<file path="config.mk">
export PLATFORM = sky130hd
export DESIGN_NAME = imem_loader
export DESIGN_NICKNAME = d
export VERILOG_FILES = /design/src/rtl/imem_loader.sv
export SDC_FILE = /design/constraint.sdc
export NUM_CORES = 1
export LEC_CHECK = 0
export ABC_AREA = 1
export BUFFER_PORTS_ARGS = -buffer_cell sky130_fd_sc_hd__buf_4
export CORE_MARGIN = 5
export CORE_UTILIZATION = 30
export CTS_CLUSTER_SIZE = 20
export DETAILED_ROUTE_END_ITERATION = 10
export HOLD_SLACK_MARGIN = 0.03
export PLACE_DENSITY = 0.5
export SYNTH_ARGS = -nofsm -noshare
export SYNTH_HDL_FRONTEND = slang
export SYNTH_SLANG_ARGS = --single-unit
</file>
<file path="constraint.sdc">
create_clock -name clk -period 3.9 [get_ports clk]
set_input_delay 0.39 -clock clk [delete_from_list [all_inputs] [get_ports clk]]
set_output_delay 0.39 -clock clk [all_outputs]
set_load 0.01 [all_outputs]
</file>
<file path="src/rtl/imem_loader.sv">
// Boot-time program loader: parses a length-prefixed byte stream into little-endian
// 32-bit words, writes them sequentially into IMem and holds the core until done.
//
// state  | meaning
// S_LEN0 | waiting for low byte of the word count
// S_LEN1 | waiting for high byte of the word count
// S_DATA | assembling data words, four bytes LSB first
// S_DONE | frame complete; stream stalled until load_start

module imem_loader #(
   parameter int ADDR_WIDTH = 6
) (
   input  logic                  clk,
   input  logic                  reset,
   input  logic                  in_valid,
   input  logic [7:0]            in_data,
   output logic                  in_ready,
   input  logic                  load_start,
   output logic                  imem_we,
   output logic [ADDR_WIDTH-1:0] imem_addr,
   output logic [31:0]           imem_wdata,
   output logic                  cpu_hold,
   output logic                  done,
   output logic                  overflow,
   output logic [15:0]           word_count
);

   typedef enum logic [1:0] {
      S_LEN0,
      S_LEN1,
      S_DATA,
      S_DONE
   } state_t;

   localparam logic [16:0] DEPTH = 17'(2 ** ADDR_WIDTH);

   state_t      state;
   state_t      state_next;
   logic [1:0]  byte_idx;
   logic [15:0] word_idx;
   logic [23:0] shift_buf;
   logic        accept;
   logic        word_end;
   logic        last_word;
   logic        in_range;
   logic        len_zero;

   always_comb begin
      state_next = state;
      in_ready   = (state != S_DONE);
      accept     = in_valid && in_ready;
      word_end   = accept && (state == S_DATA) && (byte_idx == 2'd3);
      last_word  = ({1'b0, word_idx} + 17'd1) == {1'b0, word_count};
      in_range   = {1'b0, word_idx} < DEPTH;
      len_zero   = ({in_data, word_count[7:0]} == 16'd0);
      case (state)
         S_LEN0: if (accept) state_next = S_LEN1;
         S_LEN1: if (accept) state_next = len_zero ? S_DONE : S_DATA;
         S_DATA: if (word_end && last_word) state_next = S_DONE;
         S_DONE: if (load_start) state_next = S_LEN0;
         default: state_next = S_LEN0;
      endcase
   end

   always_ff @(posedge clk or negedge reset) begin
      if (!reset) state <= S_LEN0;
      else        state <= state_next;
   end

   always_ff @(posedge clk or negedge reset) begin
      if (!reset) begin
         byte_idx   <= 2'd0;
         word_idx   <= 16'd0;
         shift_buf  <= 24'd0;
         imem_we    <= 1'b0;
         imem_addr  <= '0;
         imem_wdata <= 32'd0;
         cpu_hold   <= 1'b1;
         done       <= 1'b0;
         overflow   <= 1'b0;
         word_count <= 16'd0;
      end else begin
         imem_we <= 1'b0;
         case (state)
            S_LEN0: begin
               if (accept) word_count[7:0] <= in_data;
            end
            S_LEN1: begin
               if (accept) begin
                  word_count[15:8] <= in_data;
                  byte_idx         <= 2'd0;
                  word_idx         <= 16'd0;
                  if (len_zero) done <= 1'b1;
               end
            end
            S_DATA: begin
               if (accept) begin
                  byte_idx <= byte_idx + 2'd1;
                  case (byte_idx)
                     2'd0: shift_buf[7:0]   <= in_data;
                     2'd1: shift_buf[15:8]  <= in_data;
                     2'd2: shift_buf[23:16] <= in_data;
                     default: begin
                        // Words beyond IMem depth are drained from the stream but never written.
                        if (in_range) begin
                           imem_we    <= 1'b1;
                           imem_addr  <= word_idx[ADDR_WIDTH-1:0];
                           imem_wdata <= {in_data, shift_buf};
                        end else begin
                           overflow <= 1'b1;
                        end
                        word_idx <= word_idx + 16'd1;
                        if (last_word) done <= 1'b1;
                     end
                  endcase
               end
            end
            S_DONE: begin
               if (load_start) begin
                  done     <= 1'b0;
                  overflow <= 1'b0;
                  word_idx <= 16'd0;
                  cpu_hold <= 1'b1;
               end else if (done) begin
                  // Release one cycle after done so the final write has landed.
                  cpu_hold <= 1'b0;
               end
            end
            default: ;
         endcase
      end
   end

endmodule
</file>
* After elaboration in Yosys (flattened, before gate mapping) *
Index checks and enable logic that the tools add are counted.
W data, S select, Z words.

cells by class
  add/subtract/negate cells = 3
  $lt $le $gt $ge = 1
  eq/ne operators = 17
  mux-type cells = 31
  bitwise operators = 1
  reduce and logical (&&, ||, !) cells = 24

operators with widths
  operator                 count
  $mux W16                 4
  $pmux W16 S3             1
  $ne A2 B2 Y1 const B     9
  $add A16 B1 Y17 const B  1
  $eq A17 B16 Y1           1
  $add A16 B1 Y16 const B  1
  $logic_not A16 Y1        1
  $lt A16 B7 Y1 const B    1
  $mux W1                  16
  $mux W2                  6
  $reduce_and A3 Y1        4
  $reduce_and A5 Y1        2
  $eq A2 B2 Y1 const B     4
  $pmux W2 S4              1
  $reduce_and A4 Y1        2
  $reduce_and A7 Y1        1
  $reduce_and A2 Y1        3
  $reduce_bool A2 Y1       3
  $eq A2 B1 Y1 const B     2
  $logic_and A1 B1 Y1      4
  $logic_not A2 Y1         2
  $pmux W2 S2              1
  $pmux W1 S3              1
  $reduce_bool A3 Y1       1
  other kinds (5)          5

word-level totals
  bits in registers = 102
  input bits = 12
  output and inout port bits = 59
  word-level logic and storage cells = 91

* Depth between registers and ports, before layout *
  depth after elaboration = 7
  mapped depth = 16
  depth with buffers taken out = 16

* Worst setup path after synthesis *
Ideal clock, no wire load.

  path type = register -> register
  start = reg state[0]
  end = reg word_idx[10]
  arrival = 1.797 ns
  path slack = 1.971 ns
  stages on the path, launching flop included = 11
  path through = dfrtp_1 -> ha_1 -> inv_1 -> nand2_2 -> inv_1 -> a21oi_1 -> nor2_1 -> nand2_1 -> inv_2 -> clkbuf_1 -> o22ai_1

on the way
  cells in the longest elaborated chain, start to end = 4
  elaborated cells on any way between the ends = 12

RTL lines
  item                                  RTL line  RTL
  start: declaration                    37        state_t state;
  start signal: assignment              67        else state <= state_next;
  $ne A2 B2 Y1 *                        50        in_ready = (state != S_DONE);
  via in_ready                          17        output logic in_ready,
  $logic_and A1 B1 Y1 *                 51        accept = in_valid && in_ready;
  $ne A2 B2 Y1 (no source line)         n/a
  $reduce_and A5 Y1 (no source line) *  n/a
  end signal: assignment                112       word_idx <= word_idx + 16'd1;
  end: declaration                      40        logic [15:0] word_idx;

The timed path passes the listed nets; every way through them passes the cells marked *.
A chain may end at the register's enable or synchronous reset.

* Worst setup path in the final report *
  start = reg state[0]
  end = reg imem_addr[5]

on the way
  cells in the longest elaborated chain, start to end = 3
  elaborated cells on any way between the ends = 4

RTL lines
  item                                  RTL line  RTL
  $ne A2 B2 Y1                          50
  $logic_and A1 B1 Y1                   51
  $reduce_and A4 Y1 (no source line) *  n/a
  end signal: assignment                107       imem_addr <= word_idx[ADDR_WIDTH-1:0];
  end: declaration                      20        output logic [ADDR_WIDTH-1:0] imem_addr,

Mark *: on every way between the ends. The rest lies on a longest branch, timed or not.

==> metrics.yaml <==
finish:
  multiInputGateArea_mm2: 0.00192
  fin_nets: 656
  fillers: 1665
  post_route_cells_drive_above_1_share: 0.169
  regArea_mm2: 0.00255
  antenna-diode-count: 0
  syn2layout_area_growth_pct: 21.8
clocking:
  clockBufferDepth: 2
  cts.repair.resized: 0
  post_cts_clock_slew_at_the_launch_and_capture_registers_of_the_worst_setup_and_hold_paths_ns: 0.07
  numCtsBuffers: 9
  cts_tree: "yes"
  post-cts-setup-buffers: 0
  clk_root_buffer_cell: "clkbuf_16"
  cts_hold_repair.buffers: 0
  cts.sinks: 102
  insertion_delay_ns: 0.35
  h-tree-depth: 3
logic_synthesis:
  yosys.area_share.simple: 0.263
  synth_seq_area_share: 0.540
  post_synthesis_compound_gate_area_fraction: 0.0949
  netlist_area_mm2: 0.00473
  synthesis.instances: 563
  netlist_top_cells_area: "dfrtp_1 (53%), nand2_1 (17%), o21ai_0 (5.8%), inv_1 (3.7%), ha_1 (2.9%)"
  post-synth-top-area-fraction: 0.534
  synthMostInstantiatedCell: "nand2_1"
  synth_xor_area_frac: 0.0198
  syn_nets: 586
  synth-warning-count: 0
  synth_enable_flop_cells: 0
  ys_top_cells_by_count: "nand2_1 (212), dfrtp_1 (101), o21ai_0 (55), inv_1 (47), nor2_1 (28)"
  async_reset_ff_frac: 1.00
  post_synth_fa_ha_maj_area_fraction: 0.0291
  synth_seq_cells: 102
  dominant_combinational_cell_family_by_area_after_synthesis: "simple AND/OR/NAND/NOR gates"
  synthMuxAreaShare: 0
  synth_cell_types: 29
  yosys_most_used_dff: "dfrtp_1"
  synth_area_leader_cell: "dfrtp_1"
  post_synth.cell_area_avg_um2: 8.40
setup_path:
  rr_worst_depth: 10
  path_common_cell: "nand4_1"
  start_kind: "flip-flop"
  timing_worst_setup_path_type: "reg2reg"
  cp_top_family: "buffers and inverters"
  regToRegSetupSlack_ns: 1.25
  critical_path_arrival_ns: 2.85
  timing.critical_path.slowest_stage_cell: "dfrtp_1"
  worstReg2RegEnd: "imem_addr[5]"
  rr_startpoint: "state[0]"
  critical_path_cell_count: 10
  critical_path_buf_inv_count: 3
  cp-end-kind: "flip-flop"
  worst-path-max-fanout: 52
  worst-endpoint-required_ns: 4.10
  crit_chain: "inv_1 -> ha_1 -> nand4_1 -> nor2_1 -> nand4_1 -> nor3_4 -> buf_4 -> inv_2 -> nand2_1 -> o21ai_0"
  critPathMaxStageDelay_ns: 0.44
die:
  starting_density_of_the_core: 0.302
  die-width_um: 136
  floorplan.die.height_um: 136
  design.die.area_mm2: 0.0184
  design.core.area_mm2: 0.0157
  io-pin-count: 71
  core.rowCount: 46
timing:
  setup_viol: 0
  min_period_over_period: 0.679
  period_needed_ns: 2.65
  grt_setup_unrepaired: "false"
  final-hold-violation-count: 0
  worst_pin_slew_ns: 0.820
  timing.setup.tns_ns: 0
  timing_max_transition_violations_final: 0
  skew_ns: 0.00696
  fmax_ghz: 0.377
  final.setup.worst_slack_ns: 1.25
  max_slew_margin: 0.453
min_path:
  timing.hold.worst.class: "in2async"
global_route:
  grt_pass1_wl_um: 20800
  grt.total_usage: 0.146
  first_global_vias: 3883
  grt_antenna_before_repair: 0
  grt-ovfl-total: 0
  grt_max_degree: 55
route:
  viasPerCell: 4.65
  detail_route.iter0.violations: 252
  detail_route.drc_violations: 0
  drtPass1Iterations: 5
  antenna_violating_nets_post_route: 0
  via_count: 3972
  wire_per_inst_um: 15.0
  finalWirelength_um: 12800
place:
  io_buffer_count: 70
  final_gp_congestion: 0.807
  post-dp-hpwl_um: 9190
  place_worst_setup_slack_ns: 1.21
run_status:
  status: "completed"
power_and_ir_drop:
  peak_supply_drop_uv: 223
  power.leakage_uw: 0.00287
  p_per_area_mw_per_mm2: 655
flow_run:
  max-cap-violations: 0
==> metal layers <==
layer  track usage  part of all wire  vias to the layer above
met5             0                 0                        -
met4        0.0610             0.018                        0
met3        0.0267             0.057                       13
met2         0.217              0.44                       99
met1         0.208              0.49                     1904
li1              -                 -                     1956
==> cells by family (layout without fill, tap and decap cells) <==
logic type,Yosys count,in the layout
compound gates,83,83
xor+xnor,6,6
fa+ha+maj,11,11
buf+inv,65,140
flops,102,102
simple gates,296,296
==> worst reg2reg max path, delay by kind of cell, from the launching register on <==
kind / cells / cell delay [ns]
adder cells (fa/ha/maj): 1 / 0.36
buffers and inverters: 3 / 0.81
AO/OA/AOI/OAI: 1 / 0.09
AND/OR/NAND/NOR: 5 / 0.80
flip-flops: 1 / 0.44
==> cell type report <==
| type | instances | share of cell area |
|---|---|---|
| Tap cell | 216 | 0.0469 |
| Clock inverter | 7 | 0.00869 |
| Clock buffer | 9 | 0.0391 |
| Timing Repair Buffer | 73 | 0.0951 |
| Multi-Input combinational cell | 396 | 0.334 |
| Sequential cell | 102 | 0.443 |
| Inverter | 51 | 0.0332 |
==> sequential cells by signal, summed over array words and instances, names as in the netlist <==
| register | flops |
|---|---|
| imem_wdata | 32 |
| shift_buf | 24 |
| word_count | 16 |
| word_idx | 16 |
| imem_addr | 6 |
| byte_idx | 2 |
| state | 2 |
| cpu_hold | 1 |
| done | 1 |
| imem_we | 1 |
| overflow | 1 |
==> per-stage QoR <==
stage               cells  power [µW]  hold slack [ns]  instance area (µm²)   util
finish                854        3780           0.0949                 5760  0.368
detailed placement    838        2960            0.460                 5490  0.350
global route          854        4080            0.165                 5760  0.368
global placement      838        2930            0.458                 5490  0.350
CTS                   854        3840            0.106                 5760  0.368
floorplan             563        2370           0.0944                 4730      -
==> placed cells by master (no fill, tap or decap), types with 2 or more instances in the layout <==
cell	count
clkinv_2	3
nand3_1	26
inv_1	47
nand4_1	10
xnor3_1	3
o21ai_1	7
nand3b_1	5
xor2_1	3
nand2_2	5
o22ai_1	15
nand2_1	212
clkinvlp_4	2
buf_4	73
ha_1	11
o21a_1	2
nor2_2	6
o21ai_0	55
nor2_1	28
dfrtp_1	101
inv_2	4
clkbuf_16	9
==> worst max-delay path by stage <==
stage	from	slack, ns	endpoint
CTS	state[0]	1.19	imem_addr[5]
global placement	state[0]	1.31	imem_addr[5]
floorplan	state[0]	1.97	word_idx[10]
finish	state[0]	1.25	imem_addr[5]
global route	state[0]	1.02	imem_wdata[27]
detailed placement	state[0]	1.21	imem_addr[5]
==> where the power goes <==
group | internal, µW | switching [µW]
Combinational | 551 | 725
Sequential | 1380 | 270
Clock | 435 | 415
(Power assumes the default switching activity.)
